File: config.mk
export PLATFORM = sky130hd
export DESIGN_NAME = itemporal_gen
export DESIGN_NICKNAME = d
export VERILOG_FILES = /design/src/rtl/itemporal_gen.sv
export SDC_FILE = /design/constraint.sdc
export NUM_CORES = 1
export LEC_CHECK = 0
export CORE_AREA = 2 2 66 68
export CTS_CLUSTER_DIAMETER = 40
export DETAILED_ROUTE_END_ITERATION = 12
export DIE_AREA = 0 0 68 70
export DONT_BUFFER_PORTS = 1
export SYNTH_ARGS = -nofsm -noshare
export SYNTH_HDL_FRONTEND = slang
export SYNTH_SLANG_ARGS = --single-unit
File: constraint.sdc
create_clock -name clk -period 3.25 [get_ports clk]
set_clock_uncertainty 0.05 [all_clocks]
set_input_delay 0.65 -clock clk [delete_from_list [all_inputs] [get_ports clk]]
set_output_delay 0.65 -clock clk [all_outputs]
set_load 0.01 [all_outputs]
File: src/rtl/itemporal_gen.sv
// Binary-to-unary temporal encoder: each operand becomes a W-bit thermometer burst plus sign.
// First bit one edge after accept; en low stalls everything, i_ready only at idle or on a window's last bit.
module itemporal_gen #(
  parameter int WIDTH = 8
) (
  input  logic             clk,
  input  logic             rst,
  input  logic             en,
  input  logic             clr,
  input  logic             i_valid,
  output logic             i_ready,
  input  logic [WIDTH-1:0] i_data,
  output logic             o_data_sign,
  output logic             o_data_dff,
  output logic             o_busy,
  output logic             o_last
);

  typedef enum logic {IDLE, RUN} state_t;

  localparam int               W       = 1 << (WIDTH - 1);
  localparam logic [WIDTH-1:0] W_L     = WIDTH'(W);
  localparam logic [WIDTH-1:0] WIN_ONE = WIDTH'(1);
  localparam logic [WIDTH-2:0] MAG_ONE = (WIDTH - 1)'(1);
  localparam logic [WIDTH-1:0] MIN_NEG = {1'b1, {(WIDTH - 1){1'b0}}};

  state_t           state;
  logic [WIDTH-1:0] win;
  logic [WIDTH-2:0] mag;

  logic             sign;
  logic [WIDTH-2:0] neg;
  logic [WIDTH-2:0] m;
  logic             accept;

  // The most negative value has no positive twin, so it saturates to W-1.
  always_comb begin
    sign = i_data[WIDTH-1];
    neg  = -i_data[WIDTH-2:0];
    if (i_data == MIN_NEG) begin
      m = '1;
    end else if (sign) begin
      m = neg;
    end else begin
      m = i_data[WIDTH-2:0];
    end
  end

  assign i_ready = en & ~clr & ~rst &
                   ((state == IDLE) | ((state == RUN) & (win == W_L)));
  assign accept  = i_valid & i_ready;

  always_ff @(posedge clk) begin
    if (rst || clr) begin
      state       <= IDLE;
      win         <= '0;
      mag         <= '0;
      o_data_sign <= 1'b0;
      o_data_dff  <= 1'b0;
      o_busy      <= 1'b0;
      o_last      <= 1'b0;
    end else if (en) begin
      if (accept) begin
        // A new window may start on the last bit of the previous one: no gap bit.
        state       <= RUN;
        o_data_sign <= sign;
        o_data_dff  <= (m != '0);
        mag         <= (m != '0) ? (m - MAG_ONE) : '0;
        win         <= WIN_ONE;
        o_busy      <= 1'b1;
        o_last      <= (W == 1);
      end else if (state == RUN) begin
        if (win != W_L) begin
          o_data_dff <= (mag != '0);
          if (mag != '0) begin
            mag <= mag - MAG_ONE;
          end
          win    <= win + WIN_ONE;
          o_last <= ((win + WIN_ONE) == W_L);
        end else begin
          state       <= IDLE;
          win         <= '0;
          mag         <= '0;
          o_data_sign <= 1'b0;
          o_data_dff  <= 1'b0;
          o_busy      <= 1'b0;
          o_last      <= 1'b0;
        end
      end
    end
  end

endmodule
==> flow_summary.yaml, run 1 <==
clock_tree:
  cts_buffers: 3
  path_clk_slew_ns: 0.07
  htreeDepth: 1
  cts_setup_buffers: 0
  cts.sinks: 20
  cts_resized: 0
  clk_path_buf_depth: 2
  ctsHoldBuffers: 0
  cts-root-buf: "clkbuf_8"
  clk_latency_ns: 0.26
  cts_tree: "built"
yosys:
  synthSimpleGateAreaFrac_pct: 30.1
  synth_cells: 204
  yosysUniqueCellTypes: 53
  synth_top_family_by_area: "simple AND/OR/NAND/NOR gates"
  synth_fa_ha_area_share_pct: 5.55
  synth-compound-area-share_pct: 26.4
  muxShareOfSynthArea_pct: 0.634
  synthXorXnorAreaFrac_pct: 6.66
  synth_area_um2: 1580
  synth_top_area_share_pct: 25.4
  synth_nets: 224
  netlist_top_cells_area: "dfxtp_1, ha_1, nor2_1, a21oi_1, xnor2_1"
  async_flop_share_pct: 0
  synth_common_cells: "dfxtp_1, nor2_1, nand2_1, a21oi_1"
  yosys.cell_count.top_type: "dfxtp_1"
  yosysTopAreaCell: "dfxtp_1"
  seq_area_frac_synth_pct: 25.4
  yosys_warnings: 0
  synth-seq-cells: 20
  synth_edf_count: 0
  ys.flop_type: "dfxtp_1"
  synth.avg_cell_area_um2: 7.74
routing:
  antenna_left: 0
  wl_per_cell_um: 13.9
  drt_wl_total_um: 3510
  drt_iter0_drc: 69
  first_pass_iters: 4
  via_per_inst: 5.62
  drc_errors: 0
  vias: 1421
power_and_ir_drop:
  peakVddDrop_v: 0.000183
  p_leak_nw: 0.590
  p_per_area_nw_per_um2: 353
  p_total_mw: 0.593
timing:
  period_needed_ns: 2.46
  drv_slew: 0
  max_slew_margin_pct: 49.1
  fmax_mhz: 407
  timing.final.ws_setup_ns: 0.795
  hold_slack_ns: 0.446
  final-hold-violation-count: 0
  rsz0062_at_grt: "false"
  setup_viol: 0
  timing.setup.tns_ns: 0
  finalCritPeriodShare_pct: 75.5
  tightest_slew_ns: 0.758
worst_hold_path:
  min_from: "mag[6]"
  whs_path_depth: 2
  hp-class: "reg -> reg"
  holdPathEnd: "mag[6]"
placed_design:
  gp_congestion: 0.826
  portBuffers: 0
  hpwl_um: 2700
  postPlaceCellArea_um2: 1610
  dp_cells: 249
  pre_cts_ws_ns: 0.567
critical_path:
  slowest_stage: "or3_1"
  path_class: "reg -> out"
  crit_chain: "or3_1, o21a_4, nor3b_1"
  cp_data_required_time_ns: 2.55
  reg2reg_setup_slack_ns: 1.13
  rr_worst_depth: 6
  cp-start-kind: "flip-flop"
  rr_startpoint: "win[0]"
  critPathBufInv: 0
  reg2reg_to: "win[4]"
  cp.depth: 3
  cp-end-kind: "output pin"
  crit_family: "simple AND/OR/NAND/NOR gates"
  max_stage_delay_ns: 0.49
  cp.arrival_ns: 1.76
  cp_max_fo: 7
die:
  dieArea_um2: 4760
  rows: 24
  coreArea_um2: 4140
  die_h_um: 70
  io_pins: 18
  initial_core_util_pct: 38.1
  fp.dieW_um: 68
global_routing:
  grt_use_total_pct: 15.5
  top_usage_layer: "met2"
  use_met1_pct: 20.3
  met3_usage_pct: 3.70
  antenna_found_initial: 0
  grtUsageMet2_pct: 25.1
  grt_remaining_overflow: 0
  grt_pass1_vias: 1316
  grt_max_degree: 17
  grt_pass1_wl_um: 5800
layout:
  nets: 222
  syn_to_final_growth_pct: 6.42
  fin_cells: 253
  antenna_cells: 0
  regArea_um2: 400
  final_util_pct: 40.5
  final_cell_area_um2: 1680
  drive_gt1_share_pct: 7.46
  fill_cells: 435
  multiInputGateArea_um2: 1090
job:
  drv_cap: 0
run_status:
  status: "completed"
==> power by group <==
part           total [mW]  leakage, nW  internal, mW  switching (mW)
sequential          0.253        0.162         0.249         0.00451
clock               0.253       0.0357         0.164          0.0883
combinational      0.0870        0.393        0.0356          0.0513
total               0.593        0.590         0.449           0.144
==> metal layers <==
layer | wire, um | vias to the layer above
met5 | 0 | -
met4 | 33 | 0
met3 | 157 | 4
met2 | 1670 | 29
met1 | 1650 | 646
li1 | - | 742
==> worst reg2reg max path, cell delays in order (launching register included) <==
cell	delay, ns
dfxtp_1	0.43
inv_1	0.07
ha_1	0.19
nand4bb_1	0.22
o211ai_1	0.27
or4b_2	0.67
a21oi_1	0.15
==> registers in the layout (all words and copies together) (netlist names) <==
name,cells
mag,7
o_busy,1
o_data_dff,1
o_data_sign,1
o_last,1
state,1
win,8
==> logic make-up (layout without fill, tap and decap cells) <==
kind of cell / after synthesis / count (layout)
buf+inv: 19 / 16
fa+ha+maj: 7 / 7
xor+xnor: 12 / 12
flops: 20 / 20
compound gates: 59 / 59
mux: 1 / 1
simple gates: 86 / 86
==> layout by cell type, fill, tap and decap left out, types with 4 or more instances in the layout <==
cell	synthesis	layout
a21oi_1	13	13
ha_1	7	7
nand3_1	11	11
xor2_1	5	5
a22oi_1	4	4
o21ai_0	11	11
inv_1	11	11
a31oi_1	4	4
nor2b_1	6	6
nor3_1	8	8
xnor2_1	7	7
dfxtp_1	20	20
nor2_1	18	18
nand2_1	16	16
a211oi_1	5	5
==> worst max path at each step <==
stage,from,to,slack (ns)
after floorplan,i_data[0],mag[4],0.72
after global placement,i_data[0],mag[4],0.62
after detailed placement,i_data[0],mag[4],0.57
after CTS,win[2],i_ready,0.79
after global routing,win[0],i_ready,0.70
final,win[2],i_ready,0.79
==> cell type report <==
type	instances	share of cell area, %
repair buffers	1	0.447
flip-flops and latches	20	23.8
multi-input cells	165	65.2
clock inverters	1	1.79
inverters	11	2.46
clock buffers	3	2.46
well taps	52	3.87
(Power assumes the default switching activity.)
==> run 2: changes to the inputs <==
==> constraint.sdc (replaced) <==
create_clock -name clk -period 2.1 [get_ports clk]
set_clock_uncertainty 0.05 [all_clocks]
set_input_delay 0.42 -clock clk [delete_from_list [all_inputs] [get_ports clk]]
set_output_delay 0.42 -clock clk [all_outputs]
set_load 0.01 [all_outputs]
==> flow_summary.yaml, run 2 (same netlist as run 1, synthesis figures left out) <==
timing:
  rsz0062_at_grt: "false"
  tightest_slew_ns: 0.372
  finalCritPeriodShare_pct: 95.2
  fmax_mhz: 500
  setup_viol: 0
  timing.final.ws_setup_ns: 0.0998
  max_slew_margin_pct: 74.9
  period_needed_ns: 2.00
  final-hold-violation-count: 0
  drv_slew: 0
global_routing:
  grt_use_total_pct: 18.6
  grt_remaining_overflow: 0
  grt_max_degree: 17
  antenna_found_initial: 0
  grt_pass1_vias: 1515
  grt_pass1_wl_um: 6900
critical_path:
  cp_max_fo: 4
  cp-end-kind: "output pin"
  path_class: "reg -> out"
  cp-start-kind: "flip-flop"
  cp.arrival_ns: 1.53
  cp_data_required_time_ns: 1.63
clock_tree:
  cts-root-buf: "clkbuf_8"
  cts.sinks: 20
  cts_tree: "built"
  htreeDepth: 1
  clk_path_buf_depth: 2
  clk_latency_ns: 0.27
  cts_buffers: 3
  path_clk_slew_ns: 0.08
power_and_ir_drop:
  p_leak_nw: 0.751
  p_per_area_nw_per_um2: 487
  p_total_mw: 0.970
  peakVddDrop_v: 0.000239
layout:
  top_register: "win"
  syn_to_final_growth_pct: 26.1
  largest_register_ffs: 8
  final_common_cell: "buf_4"
  drive_gt1_share_pct: 26.3
  antenna_cells: 0
  nets: 253
  top_regs: "win: 8 flops, mag: 7 flops"
  layout_common_cells: "buf_4, nor2_1, dfxtp_1"
run_status:
  status: "completed"
die:
  fp.dieW_um: 68
  rows: 24
  coreArea_um2: 4140
  dieArea_um2: 4760
  die_h_um: 70
  initial_core_util_pct: 38.1
  io_pins: 18
routing:
  drt_iter0_drc: 111
  drt_wl_total_um: 3940
  first_pass_iters: 4
  via_per_inst: 5.51
  vias: 1564
  antenna_left: 0
  drc_errors: 0
  wl_per_cell_um: 13.9
job:
  drv_cap: 0
placed_design:
  pre_cts_ws_ns: -0.124
  hpwl_um: 3070
  gp_congestion: 0.836
  portBuffers: 0
worst_hold_path:
  hp-class: "in -> reg"
## run 2: cell count changes in the layout (fill, tap and decap cells not counted), sizes merged
cell	before	now
buf	1	32
## run 2: final timing paths
path                            slack [ns]           to  depth (start not counted)       from
worst max register to register        0.20       mag[2]                          9     win[1]
worst min-delay path                  0.27  o_data_sign                          2  i_data[7]
worst max-delay path                   0.1      i_ready                          4     win[2]
worst min register to register        0.45       win[7]                          2     win[7]
## run 2: what timing repair did
| action | in CTS | in global routing |
|---|---|---|
| setup buffers | 2 | 2 |
| gates resized for setup | 2 | 10 |
| endpoints found under the hold margin | 0 | 0 |
| hold buffers | 0 | 0 |
| setup endpoints to repair | 1 | 6 |
| pin swaps | 0 | 3 |
## run 2: worst max-delay path, cell delays in order (launching register included)
cell and delay, ns:
dfxtp_4 0.36, or3_4 0.39, o21a_4 0.23, nor3b_2 0.15, buf_4 0.14
## run 2: metrics by stage
stage / instances / utilization, % / hold WS [ns] / setup TNS [ns] / area (um^2)
after detailed placement: 276 / 44.7 / 0.441 / -0.269 / 1850
after CTS: 282 / 47.0 / 0.269 / 0 / 1950
after floorplan: 204 / - / 0.402 / -0.0627 / 1620
after global placement: 276 / 44.7 / 0.437 / -0.0931 / 1850
after global routing: 284 / 48.1 / 0.278 / 0 / 1990
final: 284 / 48.1 / 0.268 / 0 / 1990
## run 2: report_power, final
| part | switching (mW) | total (mW) | internal [mW] |
|---|---|---|---|
| logic | 0.0886 | 0.175 | 0.0861 |
| clock network | 0.149 | 0.405 | 0.255 |
| registers | 0.00705 | 0.390 | 0.383 |
| total | 0.245 | 0.970 | 0.725 |
## run 2: metal layers
metal | share of wire (%) | GRT usage, %
met4 | 1.6 | 6.67
met3 | 4.8 | 2.74
met1 | 48 | 27.0
met2 | 46 | 27.6
met5 | 0 | 0
## run 2: cell type report
type | instances | area [um^2]
clock buffer | 3 | 41.3
tap | 52 | 65.1
sequential | 20 | 407
clock inverter | 1 | 30.0
timing repair buffer | 32 | 240
fill | 417 | 2150
inverter | 11 | 61.3
multi-input combinational | 165 | 1150
==> run 3: changes to the inputs <==
--- a/config.mk
+++ b/config.mk
@@ -5,11 +5,12 @@
 export SDC_FILE = /design/constraint.sdc
 export NUM_CORES = 1
 export LEC_CHECK = 0
-export CORE_AREA = 2 2 66 68
+export CORE_AREA = 2 2 56 58
 export CTS_CLUSTER_DIAMETER = 40
 export DETAILED_ROUTE_END_ITERATION = 12
-export DIE_AREA = 0 0 68 70
+export DIE_AREA = 0 0 58 60
 export DONT_BUFFER_PORTS = 1
+export PLACE_DENSITY = 0.73
 export SYNTH_ARGS = -nofsm -noshare
 export SYNTH_HDL_FRONTEND = slang
 export SYNTH_SLANG_ARGS = --single-unit
==> flow_summary.yaml, run 3 (same netlist as run 1, synthesis figures left out) <==
timing:
  drv_slew: 0
  final-hold-violation-count: 0
  period_needed_ns: 2.04
  max_slew_margin_pct: 66.2
  setup_viol: 0
  finalCritPeriodShare_pct: 97.0
  tightest_slew_ns: 0.504
  hold_slack_ns: 0.257
  fmax_mhz: 491
  rsz0062_at_grt: "false"
  timing.setup.tns_ns: 0
clock_tree:
  path_clk_slew_ns: 0.11
  clk_path_buf_depth: 2
  cts_tree: "built"
  htreeDepth: 1
  ctsHoldBuffers: 0
  cts_buffers: 3
  cts.sinks: 20
  cts-root-buf: "clkbuf_4"
  clk_latency_ns: 0.29
routing:
  wl_per_cell_um: 15.9
  drt_wl_total_um: 4100
  vias: 1626
  drc_errors: 0
  antenna_left: 0
  drt_iter0_drc: 97
  first_pass_iters: 4
  via_per_inst: 6.30
placed_design:
  hpwl_um: 3110
  dp_cells: 252
  portBuffers: 0
  gp_congestion: 0.833
layout:
  final_common_cell: "buf_4"
  final_util_pct: 64.2
  syn_to_final_growth_pct: 18.0
  fill_cells: 254
  largest_register_ffs: 8
  nets: 246
  antenna_cells: 0
  fin_cells: 258
  drive_gt1_share_pct: 21.8
  top_register: "win"
  top_regs: "win: 8 flops, mag: 7 flops"
  layout_common_cells: "buf_4, nor2_1, dfxtp_1"
critical_path:
  rr_startpoint: "win[1]"
  cp-end-kind: "output pin"
  cp_max_fo: 7
  reg2reg_setup_slack_ns: 0.13
  cp_data_required_time_ns: 1.63
  reg2reg_to: "win[4]"
  path_class: "reg -> out"
  cp.arrival_ns: 1.57
  cp-start-kind: "flip-flop"
  rr_worst_depth: 7
power_and_ir_drop:
  p_leak_nw: 0.696
  p_per_area_nw_per_um2: 421
  internal-power_mw: 0.573
  pwr-share-comb_pct: 22.1
  p_switching_mw: 0.212
  swShare_pct: 27.0
  clock_power_share_pct: 28.0
  p_seq_share_pct: 49.9
  peakVddDrop_v: 0.000308
die:
  io_pins: 18
  dieArea_um2: 3480
  die_h_um: 60
  fp.dieW_um: 58
  coreArea_um2: 2900
  rows: 20
  initial_core_util_pct: 54.4
run_status:
  status: "completed"
worst_hold_path:
  hp-class: "in -> reg"
  holdPathEnd: "o_data_sign"
  min_from: "i_data[7]"
  whs_path_depth: 2
global_routing:
  grt_remaining_overflow: 0
  grt_pass1_wl_um: 6670
  antenna_found_initial: 0
  grt_use_total_pct: 24.7
  grt_pass1_vias: 1508
  grt_max_degree: 17
job:
  drv_cap: 0
==> run 3: changes by cell type in the layout (fill, tap and decap cells not counted), sizes merged <==
cell | before | now
buf | 32 | 25
bufinv | 1 | 0
clkbuf | 3 | 4
==> run 3: layout make-up <==
cell class,instances,area [um^2],share of cell area (%)
Inverter,11,61.3,3.29
Multi-Input combinational cell,165,1130,60.8
Clock buffer,4,36.3,1.95
Timing Repair Buffer,25,188,10.1
Tap cell,33,41.3,2.22
Sequential cell,20,403,21.6
==> run 3: power by group through the flow <==
| stage | Combinational [mW] | Sequential [mW] | Clock [mW] |
|---|---|---|---|
| finish | 0.173 | 0.392 | 0.220 |
| CTS | 0.172 | 0.392 | 0.226 |
| global placement | 0.163 | 0.400 | 0 |
| global route | 0.192 | 0.393 | 0.237 |
| detailed placement | 0.169 | 0.400 | 0 |
| floorplan | 0.124 | 0.398 | 0 |
==> run 3: how the worst max path moves through the flow <==
| stage | from | to |
|---|---|---|
| floorplan | i_data[1] | mag[4] |
| global placement | i_data[1] | mag[4] |
| detailed placement | i_data[1] | mag[4] |
| CTS | win[1] | i_ready |
| global route | win[2] | i_ready |
| finish | win[2] | i_ready |
==> run 3: worst max-delay path: stages (launching register included) <==
cell and delay (ns):
dfxtp_2 0.37, or3_4 0.42, o21a_4 0.25, nor3b_4 0.23
==> run 3: metrics by stage <==
| stage | total power [mW] | area (um^2) | setup slack (ns) |
|---|---|---|---|
| 4_1_cts | 0.790 | 1850 | 0.0305 |
| 3_5_place_dp | 0.569 | 1790 | -0.115 |
| 3_3_place_gp | 0.563 | 1790 | -0.0732 |
| 2_1_floorplan | 0.522 | 1620 | -0.0627 |
| 5_1_grt | 0.822 | 1860 | 0.0179 |
| 6_report | 0.785 | 1860 | 0.0638 |
==> run 3: timing repair <==
item | in CTS | in global routing
setup endpoints to repair | 1 | 6
gates resized for setup | 3 | 2
buffers inserted | 1 | 1
cloned | 0 | 0
==> run 3: layer usage <==
metal,wire length [um],GRT usage [%],up-vias
li1,-,-,792
met1,1750,30.7,752
met2,1990,41.9,69
met3,285,4.98,13
met4,74,9.63,0
met5,0,0,-
